[src/rtl/display_pkg.sv]
// Shared types and constants for the seven-segment scan controller.
package display_pkg;

  typedef enum logic [0:0] {StBlank, StShow} state_e;

  localparam int unsigned NUM_DIGITS = 4;
  localparam logic [NUM_DIGITS-1:0] ANODES_OFF = 4'b1111;

endpackage

[src/rtl/display_scan_ctrl_if.sv]
// Scan controller bus: master supplies digits/enables/tick, slave returns anode and nibble drive.
interface display_scan_ctrl_if;
  import display_pkg::*;

  logic                          tick;
  logic [4*NUM_DIGITS-1:0]       digits;
  logic [NUM_DIGITS-1:0]         digit_en;
  logic                          blank_lz;
  logic [NUM_DIGITS-1:0]         an;
  logic [3:0]                    hex_out;
  logic [$clog2(NUM_DIGITS)-1:0] digit_sel;
  logic                          frame_done;

  modport master (
    output tick, digits, digit_en, blank_lz,
    input  an, hex_out, digit_sel, frame_done
  );

  modport slave (
    input  tick, digits, digit_en, blank_lz,
    output an, hex_out, digit_sel, frame_done
  );

endinterface

[src/rtl/lz_mask.sv]
// Leading-zero blanking mask: digit i is blanked when nibbles i..top are all zero.
module lz_mask
  import display_pkg::*;
(
  input  logic [4*NUM_DIGITS-1:0] snapshot,
  input  logic                    blank_lz,
  output logic [NUM_DIGITS-1:0]   lz_blank
);

  always_comb begin
    logic all_zero;
    lz_blank = '0;
    all_zero = blank_lz;
    // Walk down from the most significant digit; digit 0 is never blanked.
    for (int i = NUM_DIGITS - 1; i >= 1; i--) begin
      all_zero    = all_zero && (snapshot[4*i +: 4] == 4'h0);
      lz_blank[i] = all_zero;
    end
  end

endmodule

[src/rtl/display_scan_ctrl.sv]
// Time-multiplexed 4-digit seven-segment scanner with guard blanking, per-frame
// snapshot, leading-zero suppression and per-digit enables.
module display_scan_ctrl
  import display_pkg::*;
#(
  parameter int unsigned ON_TICKS    = 4,
  parameter int unsigned GUARD_TICKS = 1
) (
  input logic                clock,
  input logic                reset,
  display_scan_ctrl_if.slave bus
);

  localparam int unsigned MaxTicks = (ON_TICKS > GUARD_TICKS) ? ON_TICKS : GUARD_TICKS;
  localparam int unsigned CntW     = $clog2(MaxTicks + 1);
  localparam int unsigned SelW     = $clog2(NUM_DIGITS);
  localparam logic [CntW-1:0] OnLast    = CntW'(ON_TICKS - 1);
  localparam logic [CntW-1:0] GuardLast = CntW'(GUARD_TICKS - 1);

  state_e                  state_q;
  logic [CntW-1:0]         cnt_q;
  logic [SelW-1:0]         sel_q;
  logic [NUM_DIGITS-1:0]   an_q;
  logic [3:0]              hex_q;
  logic                    frame_done_q;
  logic [4*NUM_DIGITS-1:0] snap_q;

  logic                    snap_now;
  logic [4*NUM_DIGITS-1:0] snap_eff;
  logic [NUM_DIGITS-1:0]   lz_blank;
  logic                    visible;

  // With a one-tick guard the snapshot and the first digit's reveal share a tick,
  // so the reveal must see the freshly captured value rather than the old register.
  assign snap_now = (state_q == StBlank) && (sel_q == '0) && (cnt_q == '0);
  assign snap_eff = snap_now ? bus.digits : snap_q;

  lz_mask u_lz_mask (
    .snapshot (snap_eff),
    .blank_lz (bus.blank_lz),
    .lz_blank (lz_blank)
  );

  assign visible = bus.digit_en[sel_q] & ~lz_blank[sel_q];

  always_ff @(posedge clock or posedge reset) begin
    if (reset) begin
      state_q      <= StBlank;
      cnt_q        <= '0;
      sel_q        <= '0;
      an_q         <= ANODES_OFF;
      hex_q        <= 4'h0;
      frame_done_q <= 1'b0;
      snap_q       <= '0;
    end else begin
      frame_done_q <= 1'b0;
      if (bus.tick) begin
        unique case (state_q)
          StBlank: begin
            an_q <= ANODES_OFF;
            if (snap_now) begin
              snap_q <= bus.digits;
            end
            if (cnt_q == GuardLast) begin
              state_q <= StShow;
              cnt_q   <= '0;
              hex_q   <= snap_eff[4*sel_q +: 4];
              an_q    <= visible ? ~(NUM_DIGITS'(1) << sel_q) : ANODES_OFF;
            end else begin
              cnt_q <= cnt_q + 1'b1;
            end
          end
          StShow: begin
            if (cnt_q == OnLast) begin
              state_q <= StBlank;
              cnt_q   <= '0;
              an_q    <= ANODES_OFF;
              sel_q   <= sel_q + 1'b1;
              if (sel_q == SelW'(NUM_DIGITS - 1)) begin
                frame_done_q <= 1'b1;
              end
            end else begin
              cnt_q <= cnt_q + 1'b1;
            end
          end
          default: state_q <= StBlank;
        endcase
      end
    end
  end

  assign bus.an         = an_q;
  assign bus.hex_out    = hex_q;
  assign bus.digit_sel  = sel_q;
  assign bus.frame_done = frame_done_q;

endmodule

[src/flat_wrapper.sv]
// flat-port wrapper written by rule: the top's interface ports become plain ports
module display_scan_ctrl_flat import display_pkg::*;
#(
  parameter int unsigned ON_TICKS    = 4,
  parameter int unsigned GUARD_TICKS = 1
)
  (clock, reset, bus_tick, bus_digits, bus_digit_en, bus_blank_lz, bus_an, bus_hex_out, bus_digit_sel, bus_frame_done);
  display_scan_ctrl_if bus_i ();
  input logic clock;
  input logic reset;
  input wire logic [$bits(bus_i.tick)-1:0] bus_tick;
  input wire logic [$bits(bus_i.digits)-1:0] bus_digits;
  input wire logic [$bits(bus_i.digit_en)-1:0] bus_digit_en;
  input wire logic [$bits(bus_i.blank_lz)-1:0] bus_blank_lz;
  output wire logic [$bits(bus_i.an)-1:0] bus_an;
  output wire logic [$bits(bus_i.hex_out)-1:0] bus_hex_out;
  output wire logic [$bits(bus_i.digit_sel)-1:0] bus_digit_sel;
  output wire logic [$bits(bus_i.frame_done)-1:0] bus_frame_done;
  assign bus_i.tick = bus_tick;
  assign bus_i.digits = bus_digits;
  assign bus_i.digit_en = bus_digit_en;
  assign bus_i.blank_lz = bus_blank_lz;
  assign bus_an = bus_i.an;
  assign bus_hex_out = bus_i.hex_out;
  assign bus_digit_sel = bus_i.digit_sel;
  assign bus_frame_done = bus_i.frame_done;
  display_scan_ctrl #(.ON_TICKS(ON_TICKS), .GUARD_TICKS(GUARD_TICKS)) u_core (.clock(clock), .reset(reset), .bus(bus_i));
endmodule
[config.mk]
export PLATFORM = sky130hd
export DESIGN_NAME = display_scan_ctrl_flat
export DESIGN_NICKNAME = d
export VERILOG_FILES = /design/src/rtl/display_pkg.sv /design/src/rtl/display_scan_ctrl_if.sv /design/src/rtl/lz_mask.sv /design/src/rtl/display_scan_ctrl.sv /design/src/flat_wrapper.sv
export SDC_FILE = /design/constraint.sdc
export NUM_CORES = 1
export LEC_CHECK = 0
export ABC_AREA = 1
export BUFFER_PORTS_ARGS = -buffer_cell sky130_fd_sc_hd__buf_4
export CORE_ASPECT_RATIO = 0.7
export CORE_MARGIN = 1.5
export CORE_UTILIZATION = 59
export CTS_BUF_LIST = sky130_fd_sc_hd__clkbuf_8 sky130_fd_sc_hd__clkbuf_16
export DETAILED_ROUTE_END_ITERATION = 7
export PLACE_DENSITY = 0.91
export SYNTH_ARGS = -nofsm -noshare
export SYNTH_HDL_FRONTEND = slang
export SYNTH_SLANG_ARGS = --single-unit
[constraint.sdc]
create_clock -name clock -period 4.2 [get_ports clock]
set_input_delay 0 -clock clock [delete_from_list [all_inputs] [get_ports clock]]
set_output_delay 0 -clock clock [all_outputs]
set_load 0.05 [all_outputs]
# After elaboration in Yosys (flattened, before gate mapping)
# Index checks and enable logic that the tools add are counted.
# Widths: inputs -> output; s select.
# classes
n_addsub	2
magnitude_cmp	1
eq_ne	3
shifts	2
n_mux	19
n_bitwise	4
reduce_logical	14
# ops
operator	count
$mux 16	1
$shiftx 16x5->4	1
$logic_not 4->1	3
$mux 4	3
$mux 1	8
$pmux 4 s2	1
$mux 3	2
$pmux 3 s2	1
$reduce_and 3->1	2
$logic_and 1x1->1	5
$bmux 1 s2	2
$not 4->4	1
$reduce_and 2->1	2
$shl 1x2->4 const A	1
$add 3x1->3 const B	1
$eq 3x2->1 const B	1
$logic_not 3->1	1
$lt 2x3->1 const B	1
$add 2x1->2 const B	1
$eq 2x2->1 const B	1
$logic_not 2->1	1
$ne 2x2->1 const B	1
$not 1->1	2
$pmux 1 s2	1
$and 1x1->1	1
# totals
register_bits	31
out_inout_bits	11
wordCells	52

# Depth between registers and ports, before layout
# Gate-level depths: netlist (run 1).
# depth
depth_word	15
depth_mapped	15
ltp_nobuf	14

# Cells and area by module
# From an unflattened synthesis (run 1), not the netlist that was laid out.
# hier_totals
cells_unflattened	238
area_unflattened_um2	1823.0
# modules_own_cells
mod	instances	cells_per_inst	area_per_inst_um2
display_scan_ctrl	1	224	1759.2
lz_mask	1	14	63.8

# Least setup slack after synthesis (run 1)
# OpenSTA, ideal clock, no wires.
# synth_timing
path_type	register -> register
startpoint	register u_core.sel_q[1], in the netlist u_core.bus.digit_sel[1]
endpoint	register u_core.an_q[0], in the netlist u_core.bus.an[0]
setup_ps	58
t_arrival_ps	2226
required_time_ps	4142
setup_slack_ps	1916
stages_incl_launch_ff	15
synth_period_minus_slack_ps	2284
path_cell_list	dfrtp_1 -> clkinv_1 -> ha_1 -> inv_1 -> nor2_4 -> nand2_4 -> buf_6 -> nand2_2 -> o21ai_1 -> nand3_1 -> nor2_2 -> nand3_2 -> nand3_1 -> nand2_1 -> inv_1
# synth_via
elab_chain_len	15
elab_cells_between_ends	21
classes_between	1 x shift; 8 x mux; 3 x bitwise; 9 x reduce/logical
# synth_lines
item	line_no	rtl
start: declaration	display_scan_ctrl.sv:22	logic [SelW-1:0] sel_q;
start signal: assignment	display_scan_ctrl.sv:78	sel_q <= sel_q + 1'b1;
$logic_not 2->1	display_scan_ctrl.sv:35	assign snap_now = (state_q == StBlank) && (sel_q == '0) && (cnt_q == '0);
$logic_and 1x1->1 (2 in series)	display_scan_ctrl.sv:35	
$mux 16	display_scan_ctrl.sv:36	assign snap_eff = snap_now ? bus.digits : snap_q;
$logic_not 4->1	lz_mask.sv:16	all_zero = all_zero && (snapshot[4*i +: 4] == 4'h0);
$logic_and 1x1->1 (3 in series)	lz_mask.sv:16	
$bmux 1 s2	display_scan_ctrl.sv:44	assign visible = bus.digit_en[sel_q] & ~lz_blank[sel_q];
$mux 1 (implied by the code)	display_scan_ctrl.sv:44	
$not 1->1	display_scan_ctrl.sv:44	
$and 1x1->1	display_scan_ctrl.sv:44	
$mux 4 (*)	display_scan_ctrl.sv:68	an_q <= visible ? ~(NUM_DIGITS'(1) << sel_q) : ANODES_OFF;
$mux 4 (*)	display_scan_ctrl.sv:64	if (cnt_q == GuardLast) begin
$pmux 4 s2 (*)	display_scan_ctrl.sv:58	unique case (state_q)
end signal: assignment	display_scan_ctrl.sv:68	
end: declaration	display_scan_ctrl.sv:23	logic [NUM_DIGITS-1:0] an_q;
# Mark *: on every way between the ends. The rest lies on a longest branch, timed or not. The select of a mux whose other input is x is not followed.
# A chain may end at the register's enable or synchronous reset.

# Worst setup path after layout (run 1)
# layout_timing
startpoint	register u_core.sel_q[0], in the netlist u_core.bus.digit_sel[0]
endpoint	register u_core.an_q[2], in the netlist u_core.bus.an[2]
# The elaborated chain is that of the path after synthesis.

==> results of run 1 <==
==> layout by cell type (no fill, tap or decap) <==
master         Yosys  layout
nand2_4            1       1
nand2_2            3       3
nand4_1            1       1
nor3_1             1       1
dfstp_2            4       4
inv_2              1       1
a31oi_1            5       5
a21oi_1            7       7
o22ai_1            1       1
nor2_2             2       2
inv_1             31      33
a22oi_1            1       1
nor2_8             1       1
nand3b_1           1       1
xor2_1             1       1
nor3b_1            2       2
nand2_1           52      52
nand3_1           15      15
o21ai_0           20      20
nor2_4             1       1
buf_4              0      35
clkbuf_8           0       5
clkinv_1           1       1
o21ai_1            2       2
mux2i_1            3       3
ha_1               8       8
clkinv_2           0       1
o211ai_1           2       2
dlygate4sd3_1      0       2
dfrtp_1           27      27
o21ai_2            3       3
nor2_1            23      23
nand3_2            1       1
o311ai_0           1       1
==> cells by family after synthesis <==
group,Yosys count,synth area share (%)
and+or+nand+nor,104,26.5
muxes,3,1.68
AOI/OAI and AO/OA,42,13.4
xor gates and xnor gates,1,0.489
adders and majority gates,8,5.59
DFF,31,43.6
buffers and inverters,38,8.80
==> final cells by class <==
class,instances,area (µm²)
Multi-Input combinational cell,158,853
Sequential cell,31,781
Fill cell,198,676
Timing Repair Buffer,37,283
Inverter,33,124
Clock buffer,5,68.8
Tap cell,36,45.0
Clock inverter,3,12.5
==> tightest hold or removal path, cell delays in order <==
cell     delay (ns)
buf_4          0.11
nand3_1        0.09
a31oi_1        0.08
==> metal layers <==
| metal | track usage, % | vias up | share of wire, % |
|---|---|---|---|
| li1 | - | 810 | - |
| met1 | 36.6 | 744 | 46 |
| met2 | 39.9 | 59 | 45 |
| met3 | 7.62 | 8 | 7.8 |
| met4 | 10.8 | 0 | 1.7 |
| met5 | 0 | - | 0 |
==> where the power goes <==
part           leakage [nW]  switching, mW  total, mW  internal [mW]
sequential            0.370         0.0859      0.499          0.413
combinational         0.701          0.505      0.742          0.237
clock                0.0505          0.112      0.223          0.111
total                  1.12          0.703       1.46          0.761
==> sequential cells by signal, indices dropped and copies added (netlist names) <==
register               count
u_core.snap_q             16
u_core.bus.hex_out         4
u_core.cnt_q               3
u_core.bus.an              4
u_core.bus.frame_done      1
u_core.bus.digit_sel       2
u_core.state_q             1
==> final timing paths <==
| kind | to | slack (ns) | cells after the start |
|---|---|---|---|
| min in group asynchronous | u_core.bus.frame_done$_DFF_PP0_ | 0.36 | 4 |
| max in group asynchronous | u_core.bus.an[0]$_DFFE_PP1P_ | 3.52 | 4 |
| hold reg to reg | u_core.snap_q[3]$_DFFE_PP0P_ | 0.49 | 2 |
| hold / removal | u_core.snap_q[8]$_DFFE_PP0P_ | 0.02 | 3 |
| setup / recovery | u_core.bus.an[2]$_DFFE_PP1P_ | 1.95 | 12 |
| setup reg to reg | u_core.bus.an[2]$_DFFE_PP1P_ | 1.95 | 12 |
==> through the flow <==
stage	hold WS (ns)	setup WS (ns)	cells
after floorplan	0.0964	1.92	227
after global placement	0.109	2.06	293
after detailed placement	0.116	1.97	293
after CTS	0.0147	1.97	303
after global routing	0.0338	1.70	303
final	0.0185	1.95	303
==> Implementation_results.wiki, run 1 <==
{| class="wikitable"
! Metric !! Value
|-
| Number of warnings reported in the yosys synthesis log || 0
|-
| Final core area utilization || 76.2%
|-
| DRC viols || 0
|-
| Clock tree from TritonCTS || yes
|-
| Slew at the pin closest to its max-slew limit || 0.723 ns
|-
| Data required, critical path || 4.43 ns
|-
| HPWL reported at the end of detailed placement || 2950 µm
|-
| Critical Path Start || u_core.bus.digit_sel[0]$_DFFE_PP0P_
|-
| Mean cell area of the mapped netlist || 7.89 µm²
|-
| Largest driver fanout on the critical path || 23
|-
| CP Buf/Inv Count || 3
|-
| Cell variety after synth || 32
|-
| Peak per-stage delay on the critical path || 0.48 ns
|-
| Final min period || 2.25 ns
|-
| Pin count of the biggest net entering global routing || 32
|-
| Number of H-tree levels || 2
|-
| Via count of the first global-routing pass || 1454
|-
| Sequential cell area fraction in the yosys report || 43.6%
|-
| List of cells traversed by the critical path || inv_2 > ha_1 > inv_1 > nor2_4 > nand2_4 > o21ai_1 > nand3_1 > nor2_2 > nand3_2 > nand3_1 > nand2_1 > inv_1
|-
| Slowest cell on the critical path || dfrtp_1
|-
| DRT Wirelength || 4090 µm
|-
| Synth Net Count || 259
|-
| Number of buffers inserted by port buffering || 34
|-
| Boundary Pins || 35
|-
| Number of antenna violations at the first check in global routing || 0
|-
| Wire length of the first global-routing pass || 6500 µm
|-
| Final std cell area, no fill || 2170 µm²
|-
| Routed vias/inst || 5.35
|-
| CTS Root Buffer Type || clkbuf_8
|-
| CP endpoint kind || flop
|-
| Summed instance area of the synthesized netlist || 1790 µm²
|-
| Worst r2r src || u_core.bus.digit_sel[0]$_DFFE_PP0P_
|-
| Initial drt markers || 201
|-
| Count of maximum capacitance violations || 0
|-
| Core box area || 2840 µm²
|-
| Total placed instance area || 2070 µm²
|-
| Top-area cell type share of the netlist area || 37.7%
|-
| Classification of the worst-slack hold path || in2reg
|-
| Fmax || 444 MHz
|-
| Global placer's final weighted congestion || 0.871
|-
| Startpoint class of the critical path || flop
|-
| Number of nets in the layout || 298
|-
| Type of the worst setup path || reg2reg
|-
| Power per standard cell area || 675 nW/µm²
|-
| Leakage power || 1.12 nW
|-
| Initial Util || 63.0%
|-
| Top delay family on crit path || simple AND/OR/NAND/NOR gates
|-
| Post-CTS Hold Fix Bufs || 2
|-
| Number of failing hold endpoints at the final stage || 0
|-
| Grt ovf || 0
|-
| Overall power of the completed layout || 1.46 mW
|-
| Async S/R FF share, synth || 100%
|-
| EDFF count, synth || 0
|-
| Data arrival, critical path || 2.49 ns
|-
| Average wire per standard cell || 13.5 µm
|-
| Most instantiated cells after synthesis || nand2_1, inv_1, dfrtp_1
|-
| Final antenna-violating net count || 0
|-
| Buffer depth of the longest clock path || 2
|-
| Post-CTS Resized || 0
|-
| Headroom to the max-slew limit || 51.6%
|-
| Post-synth top flop || dfrtp_1
|-
| Layout overhead on the synthesized area || 20.9%
|-
| Vias after detailed routing || 1621
|-
| Sum Neg Setup Slack || 0 ns
|-
| Cell taking the most area after synthesis || dfrtp_1
|-
| Worst Hold Launch || bus_digits[8]
|-
| Width of the die || 68.9 µm
|-
| Latest clock arrival within the worst-skew pair || 0.29 ns
|-
| Number of placement rows || 16
|-
| Number of buffers inserted during clock tree synthesis || 5
|-
| Period utilisation layout || 53.7%
|-
| Final setup fails || 0
|-
| Largest cells by area after synthesis || dfrtp_1, nand2_1, inv_1, dfstp_2, ha_1
|-
| Layout cells sized above 1 || 21.7%
|-
| Clock Skews || 0.00449 ns
|-
| Num Clock Sinks || 31
|-
| Post-synthesis sequential element count || 31
|-
| Cell with the most instances after synthesis || nand2_1
|-
| Diodes inserted || 0
|-
| First-pass DRT Iterations || 4
|-
| Cell count after synthesis || 227
|-
| Worst IR drop on VDD || 412 µV
|-
| Clock transition at the register clock pins on the worst setup and hold paths after CTS || 0.07 ns
|-
| Global routing usage summed across all routing layers || 26.8%
|-
| Die height || 49.1 µm
|-
| Die Footprint || 3380 µm²
|-
| Run status || finished clean
|-
| Setup repair after global routing missed its margin || no
|-
| Fin. max-slew vios || 0
|-
| Setup bufs post-CTS || 0
|}
(Power assumes the default switching activity.)
==> run 2: changes to the inputs <==
CORE_UTILIZATION = 54   (was 59)
PLACE_DENSITY = 0.85   (was 0.91)
clock period = 2.3 ns   (was 4.2 ns; I/O delays follow)
==> run 2 against run 1 <==
Setup slack worse by 1.7 ns. Sequential share of layout area fell by 1.2 points. Design area rose by 3.3%. Die area increased by 8.8%. Maximum frequency up 8.4%. Critical path type unchanged. Critical endpoint is now u_core.bus.an[0]$_DFFE_PP1P_. Highest routed layer unchanged.
==> Implementation_results.wiki, run 2 (synthesis results as in run 1) <==
{| class="wikitable"
! Metric !! Value
|-
| Die Footprint || 3680 µm² (+8.8%)
|-
| Headroom to the max-slew limit || 59.6% (+7.9 points)
|-
| Overall power of the completed layout || 2.87 mW (+96%)
|-
| Classification of the worst-slack hold path || in2reg
|-
| Num Clock Sinks || 31 (unchanged)
|-
| Routed vias/inst || 5.23 (-2.3%)
|-
| Fraction of met2 tracks used by global routing || 39.8% (-0.089 points)
|-
| Run status || finished clean
|-
| Period utilisation layout || 90.4% (+37 points)
|-
| Power per standard cell area || 1280 nW/µm² (+90%)
|-
| Most flops, register || u_core.snap_q
|-
| Clock transition at the register clock pins on the worst setup and hold paths after CTS || 0.07 ns (about the same)
|-
| Commonest cells after routing, fill and taps aside || nand2_1, buf_4, inv_1, dfrtp_1, nor2_1
|-
| Wire length of the first global-routing pass || 7120 µm (+9.6%)
|-
| Number of H-tree levels || 2 (unchanged)
|-
| Startpoint class of the critical path || flop
|-
| Type of the worst setup path || reg2reg
|-
| Number of placement rows || 17 (+1)
|-
| Met3 layer usage reported by global route || 5.72% (-1.9 points)
|-
| Busiest grt layer || met2
|-
| Number of failing hold endpoints at the final stage || 0 (unchanged)
|-
| Number of buffers inserted by port buffering || 34 (unchanged)
|-
| Final min period || 2.08 ns (-0.174 ns)
|-
| Layout overhead on the synthesized area || 25.0%
|-
| Initial Util || 56.9% (-6.1 points)
|-
| Via count of the first global-routing pass || 1566 (+7.7%)
|-
| Vias after detailed routing || 1615 (-0.37%)
|-
| DRC viols || 0 (unchanged)
|-
| Number of antenna violations at the first check in global routing || 0 (unchanged)
|-
| HPWL reported at the end of detailed placement || 2820 µm (-4.3%)
|-
| CTS Root Buffer Type || clkbuf_8
|-
| Leakage power || 1.15 nW (+2.8%)
|-
| Global placer's final weighted congestion || 0.920 (+5.5%)
|-
| Clock Skews || 0.00395 ns (-0.000534 ns)
|-
| Final setup fails || 0 (unchanged)
|-
| Layout cells sized above 1 || 24.0% (+2.3 points)
|-
| Clock tree from TritonCTS || yes
|-
| Sum Neg Setup Slack || 0 ns (unchanged)
|-
| Most common cell after layout, fill and taps aside || nand2_1
|-
| Worst IR drop on VDD || 810 µV (+97%)
|-
| First-pass DRT Iterations || 6 (+2)
|-
| Boundary Pins || 35 (unchanged)
|-
| Data required, critical path || 2.53 ns (-1.90 ns)
|-
| Largest driver fanout on the critical path || 23 (unchanged)
|-
| Number of buffers inserted during clock tree synthesis || 5 (unchanged)
|-
| Width of the die || 71.8 µm (+4.3%)
|-
| Global routing usage summed across all routing layers || 25.3% (-1.4 points)
|-
| Met1 global-route usage || 35.7% (-0.90 points)
|-
| Fin. max-slew vios || 0 (unchanged)
|-
| DRT Wirelength || 4040 µm (-1.2%)
|-
| Core box area || 3150 µm² (+11%)
|-
| Non-filler cells in the finished layout || 309 (+2.0%)
|-
| Count of maximum capacitance violations || 0 (unchanged)
|-
| Setup bufs post-CTS || 0 (unchanged)
|-
| Slew at the pin closest to its max-slew limit || 0.606 ns (-0.117 ns)
|-
| Diodes inserted || 0 (unchanged)
|-
| Setup repair after global routing missed its margin || no
|-
| Flip-flop count of the largest register, all copies and words added || 16 (unchanged)
|-
| Die height || 51.2 µm (+4.3%)
|-
| Number of placed instances with taps included || 299 (+2.0%)
|-
| Pin count of the biggest net entering global routing || 32 (unchanged)
|-
| Buffer depth of the longest clock path || 2 (unchanged)
|-
| Average wire per standard cell || 13.1 µm (-3.1%)
|-
| CP endpoint kind || flop
|-
| Latest clock arrival within the worst-skew pair || 0.29 ns (about the same)
|-
| Fmax || 481 MHz (+8.4%)
|-
| Grt ovf || 0 (unchanged)
|-
| Number of nets in the layout || 302 (+1.3%)
|-
| Initial drt markers || 166 (-17%)
|-
| Final antenna-violating net count || 0 (unchanged)
|-
| Data arrival, critical path || 2.31 ns (-0.18 ns)
|}
## run 2: metrics by stage
step	hold WS, ns	utilization [%]	instance area [µm²]	worst slack [ns]
after floorplan	0.0964	-	1790	0.0160
after global placement	0.105	66.7	2100	0.336
after detailed placement	0.115	66.7	2100	0.238
after CTS	0.0257	71.0	2240	0.208
after global routing	0.0293	71.1	2240	0.0158
final	0.0213	71.1	2240	0.221
## run 2: worst max-delay path: stages, from the launching register on
cell     delay, ns
dfrtp_1       0.48
inv_2         0.10
ha_1          0.14
inv_1         0.06
nor2_4        0.20
nand2_4       0.23
o21ai_2       0.25
nand2_1       0.11
nor2_2        0.13
nand3_2       0.12
nand3_1       0.10
nand2_1       0.05
inv_1         0.05
## run 2: layer usage
| layer | vias up | part of all wire [%] | wire [µm] |
|---|---|---|---|
| met5 | - | 0 | 0 |
| met3 | 8 | 6.5 | 261 |
| met1 | 745 | 45 | 1830 |
| li1 | 815 | - | - |
| met4 | 0 | 1.2 | 49 |
| met2 | 47 | 47 | 1900 |
## run 2: area by class of cell
type / count / area (µm²)
Clock buffer: 6 / 82.6
Fill cell: 276 / 908
Clock inverter: 2 / 35.0
Multi-Input combinational cell: 158 / 857
Timing Repair Buffer: 41 / 313
Sequential cell: 31 / 781
Inverter: 33 / 124
Tap cell: 38 / 47.5
## run 2: timing repair
item | 4_1_cts | 5_1_grt
endpoints found under the hold margin | 29 | 0
hold buffers | 2 | 0
endpoints found under the setup margin | 0 | 4
gates resized for setup | 0 | 1
## run 2: worst paths after layout
path | start | end | slack (ns) | depth (start not counted)
setup / recovery | u_core.bus.digit_sel[0]$_DFFE_PP0P_ | u_core.bus.an[0]$_DFFE_PP1P_ | 0.22 | 12
hold / removal | bus_digits[4] | u_core.snap_q[4]$_DFFE_PP0P_ | 0.02 | 3
setup reg to reg | u_core.bus.digit_sel[0]$_DFFE_PP0P_ | u_core.bus.an[0]$_DFFE_PP1P_ | 0.22 | 12
hold reg to reg | u_core.snap_q[0]$_DFFE_PP0P_ | u_core.snap_q[0]$_DFFE_PP0P_ | 0.48 | 2
max in group asynchronous | reset | u_core.bus.an[0]$_DFFE_PP1P_ | 1.61 | 4
min in group asynchronous | reset | u_core.cnt_q[0]$_DFFE_PP0P_ | 0.36 | 4
## run 2: report_power, final
part / switching, mW / total (mW) / leakage, nW / internal [mW]
sequential: 0.155 / 0.909 / 0.370 / 0.753
clock: 0.213 / 0.563 / 0.0612 / 0.350
combinational: 0.932 / 1.40 / 0.722 / 0.468
==> run 3: changes to the inputs <==
CELL_PAD_IN_SITES_DETAIL_PLACEMENT = 1   (was unset)
CELL_PAD_IN_SITES_GLOBAL_PLACEMENT = 1   (was unset)
CORE_UTILIZATION = 40   (was 54)
PLACE_DENSITY = 0.86   (was 0.85)
==> run 3 against run 2 <==
Critical endpoint is now u_core.bus.an[2]$_DFFE_PP1P_. Non-clock buffer count increased by 3. Critical path depth unchanged. Clock power decreased by 15%. Cell count increased by 6.5%. Largest power group unchanged.
==> Implementation_results.wiki, run 3 (synthesis results as in run 1) <==
{| class="wikitable"
! Metric !! Value
|-
| Run status || finished clean
|-
| Setup repair after global routing missed its margin || no
|-
| Fin. max-slew vios || 0 (unchanged)
|-
| Count of maximum capacitance violations || 0 (unchanged)
|-
| Data arrival, critical path || 2.29 ns (-0.02 ns)
|-
| List of cells traversed by the critical path || inv_2 > ha_1 > inv_1 > nor2_4 > nand2_8 > o21ai_2 > nand3_1 > nor2_2 > nand3_2 > nand3_1 > nand2_1 > inv_1
|-
| Power per standard cell area || 1260 nW/µm² (-1.7%)
|-
| Core box area || 4330 µm² (+38%)
|-
| Peak per-stage delay on the critical path || 0.47 ns (about the same)
|-
| Most common cell after layout, fill and taps aside || nand2_1
|-
| Type of the worst setup path || reg2reg
|-
| HPWL reported at the end of detailed placement || 3520 µm (+25%)
|-
| Width of the die || 83.0 µm (+16%)
|-
| Layout cells sized above 1 || 24.8% (+0.83 points)
|-
| Largest driver fanout on the critical path || 23 (unchanged)
|-
| Clock transition at the register clock pins on the worst setup and hold paths after CTS || 0.07 ns (about the same)
|-
| Diodes inserted || 0 (unchanged)
|-
| Via count of the first global-routing pass || 1713 (+9.4%)
|-
| Buffer depth of the longest clock path || 2 (unchanged)
|-
| Die height || 59.0 µm (+15%)
|-
| Period utilisation layout || 89.0% (-1.4 points)
|-
| Slew at the pin closest to its max-slew limit || 0.622 ns (+0.0161 ns)
|-
| Average wire per standard cell || 14.8 µm (+13%)
|-
| Post-placement worst setup slack || 0.113 ns (-0.125 ns)
|-
| Worst IR drop on VDD || 655 µV (-19%)
|-
| First-pass DRT Iterations || 4 (-2)
|-
| Leakage power || 1.15 nW (about the same)
|-
| Slowest cell on the critical path || dfrtp_2
|-
| DRC viols || 0 (unchanged)
|-
| Routed vias/inst || 5.02 (-4.0%)
|-
| Vias after detailed routing || 1650 (+2.2%)
|-
| Final setup fails || 0 (unchanged)
|-
| Wire length of the first global-routing pass || 8310 µm (+17%)
|-
| Final Worst Setup Slack || 0.254 ns (+0.0331 ns)
|-
| Die Footprint || 4900 µm² (+33%)
|-
| Boundary Pins || 35 (unchanged)
|-
| Layout overhead on the synthesized area || 27.4%
|-
| Number of H-tree levels || 2 (unchanged)
|-
| Global routing usage summed across all routing layers || 22.3% (-3.1 points)
|-
| Global placer's final weighted congestion || 0.872 (-5.2%)
|-
| Classification of the worst-slack hold path || in2reg
|-
| Commonest cells after routing, fill and taps aside || nand2_1, buf_4, inv_1, dfrtp_1, nor2_1
|-
| Final min period || 2.05 ns (-0.0331 ns)
|-
| Initial Util || 41.4% (-16 points)
|-
| Final antenna-violating net count || 0 (unchanged)
|-
| Number of nets in the layout || 305 (+0.99%)
|-
| Number of buffers inserted by port buffering || 34 (unchanged)
|-
| Most flops, register || u_core.snap_q
|-
| Num Clock Sinks || 31 (unchanged)
|-
| Headroom to the max-slew limit || 58.5% (-1.1 points)
|-
| Clock tree from TritonCTS || yes
|-
| Flip-flop count of the largest register, all copies and words added || 16 (unchanged)
|-
| Final core area utilization || 52.7% (-18 points)
|-
| Number of placement rows || 20 (+3)
|-
| Startpoint class of the critical path || flop
|-
| Number of failing hold endpoints at the final stage || 0 (unchanged)
|-
| Initial drt markers || 82 (-51%)
|-
| Pin count of the biggest net entering global routing || 32 (unchanged)
|-
| DRT Wirelength || 4880 µm (+21%)
|-
| Number of buffers inserted during clock tree synthesis || 5 (unchanged)
|-
| Sum Neg Setup Slack || 0 ns (unchanged)
|-
| Data required, critical path || 2.54 ns (about the same)
|-
| Grt ovf || 0 (unchanged)
|-
| Fmax || 489 MHz (+1.6%)
|-
| Number of antenna violations at the first check in global routing || 0 (unchanged)
|-
| CP endpoint kind || flop
|-
| Clock Skews || 0.00391 ns (-0.0000384 ns)
|-
| CTS Root Buffer Type || clkbuf_8
|-
| Latest clock arrival within the worst-skew pair || 0.29 ns (about the same)
|}
==> run 3: layout make-up <==
type	count	area, µm²
Clock buffer	7	96.3
Clock inverter	1	3.75
Fill cell	571	2050
Inverter	33	124
Multi-Input combinational cell	158	873
Sequential cell	31	782
Tap cell	55	68.8
Timing Repair Buffer	44	335
==> run 3: worst max-delay path: cells and delay by family (launching register included) <==
family                   cells  cell delay (ns)
AO/OA/AOI/OAI                1             0.22
adder cells (fa/ha/maj)      1             0.14
buffers and inverters        3             0.19
flip-flops                   1             0.47
AND/OR/NAND/NOR              7             0.98
==> run 3: worst paths after layout <==
path / cells past startpoint / slack (ns) / from / to
min in group asynchronous: 4 / 0.36 / reset / u_core.state_q$_DFFE_PP0P_
max in group asynchronous: 4 / 1.62 / reset / u_core.bus.an[0]$_DFFE_PP1P_
worst max-delay path: 12 / 0.25 / u_core.bus.digit_sel[0]$_DFFE_PP0P_ / u_core.bus.an[2]$_DFFE_PP1P_
worst min register to register: 2 / 0.49 / u_core.snap_q[2]$_DFFE_PP0P_ / u_core.snap_q[2]$_DFFE_PP0P_
worst max register to register: 12 / 0.25 / u_core.bus.digit_sel[0]$_DFFE_PP0P_ / u_core.bus.an[2]$_DFFE_PP1P_
worst min-delay path: 3 / 0.02 / bus_digits[5] / u_core.snap_q[5]$_DFFE_PP0P_
==> run 3: where the power goes <==
part           switching [mW]  internal (mW)
clock                   0.212          0.269
sequential              0.163          0.756
combinational           0.992          0.489
total                    1.37           1.51
==> run 3: per-layer routing <==
metal	global-route usage, %	share of wire (%)
met1	28.8	47
met2	36.8	46
met3	7.24	5.9
met4	5.95	1.1
met5	0	0
==> run 3: stage by stage <==
step / instance area, µm² / power, mW / cells / hold slack [ns]
final: 2280 / 2.88 / 329 / 0.0215
after global routing: 2280 / 3.13 / 329 / 0.0424
after CTS: 2240 / 2.87 / 326 / 0.0170
after detailed placement: 2120 / 2.36 / 316 / 0.125
after global placement: 2120 / 2.29 / 316 / 0.114
after floorplan: 1790 / 1.90 / 227 / 0.0964
==> run 3: timing repair <==
action,CTS,global route
hold endpoints to repair,29,0
setup endpoints to repair,0,4
hold buffers,2,0
resized for setup,0,4
setup buffers,0,3
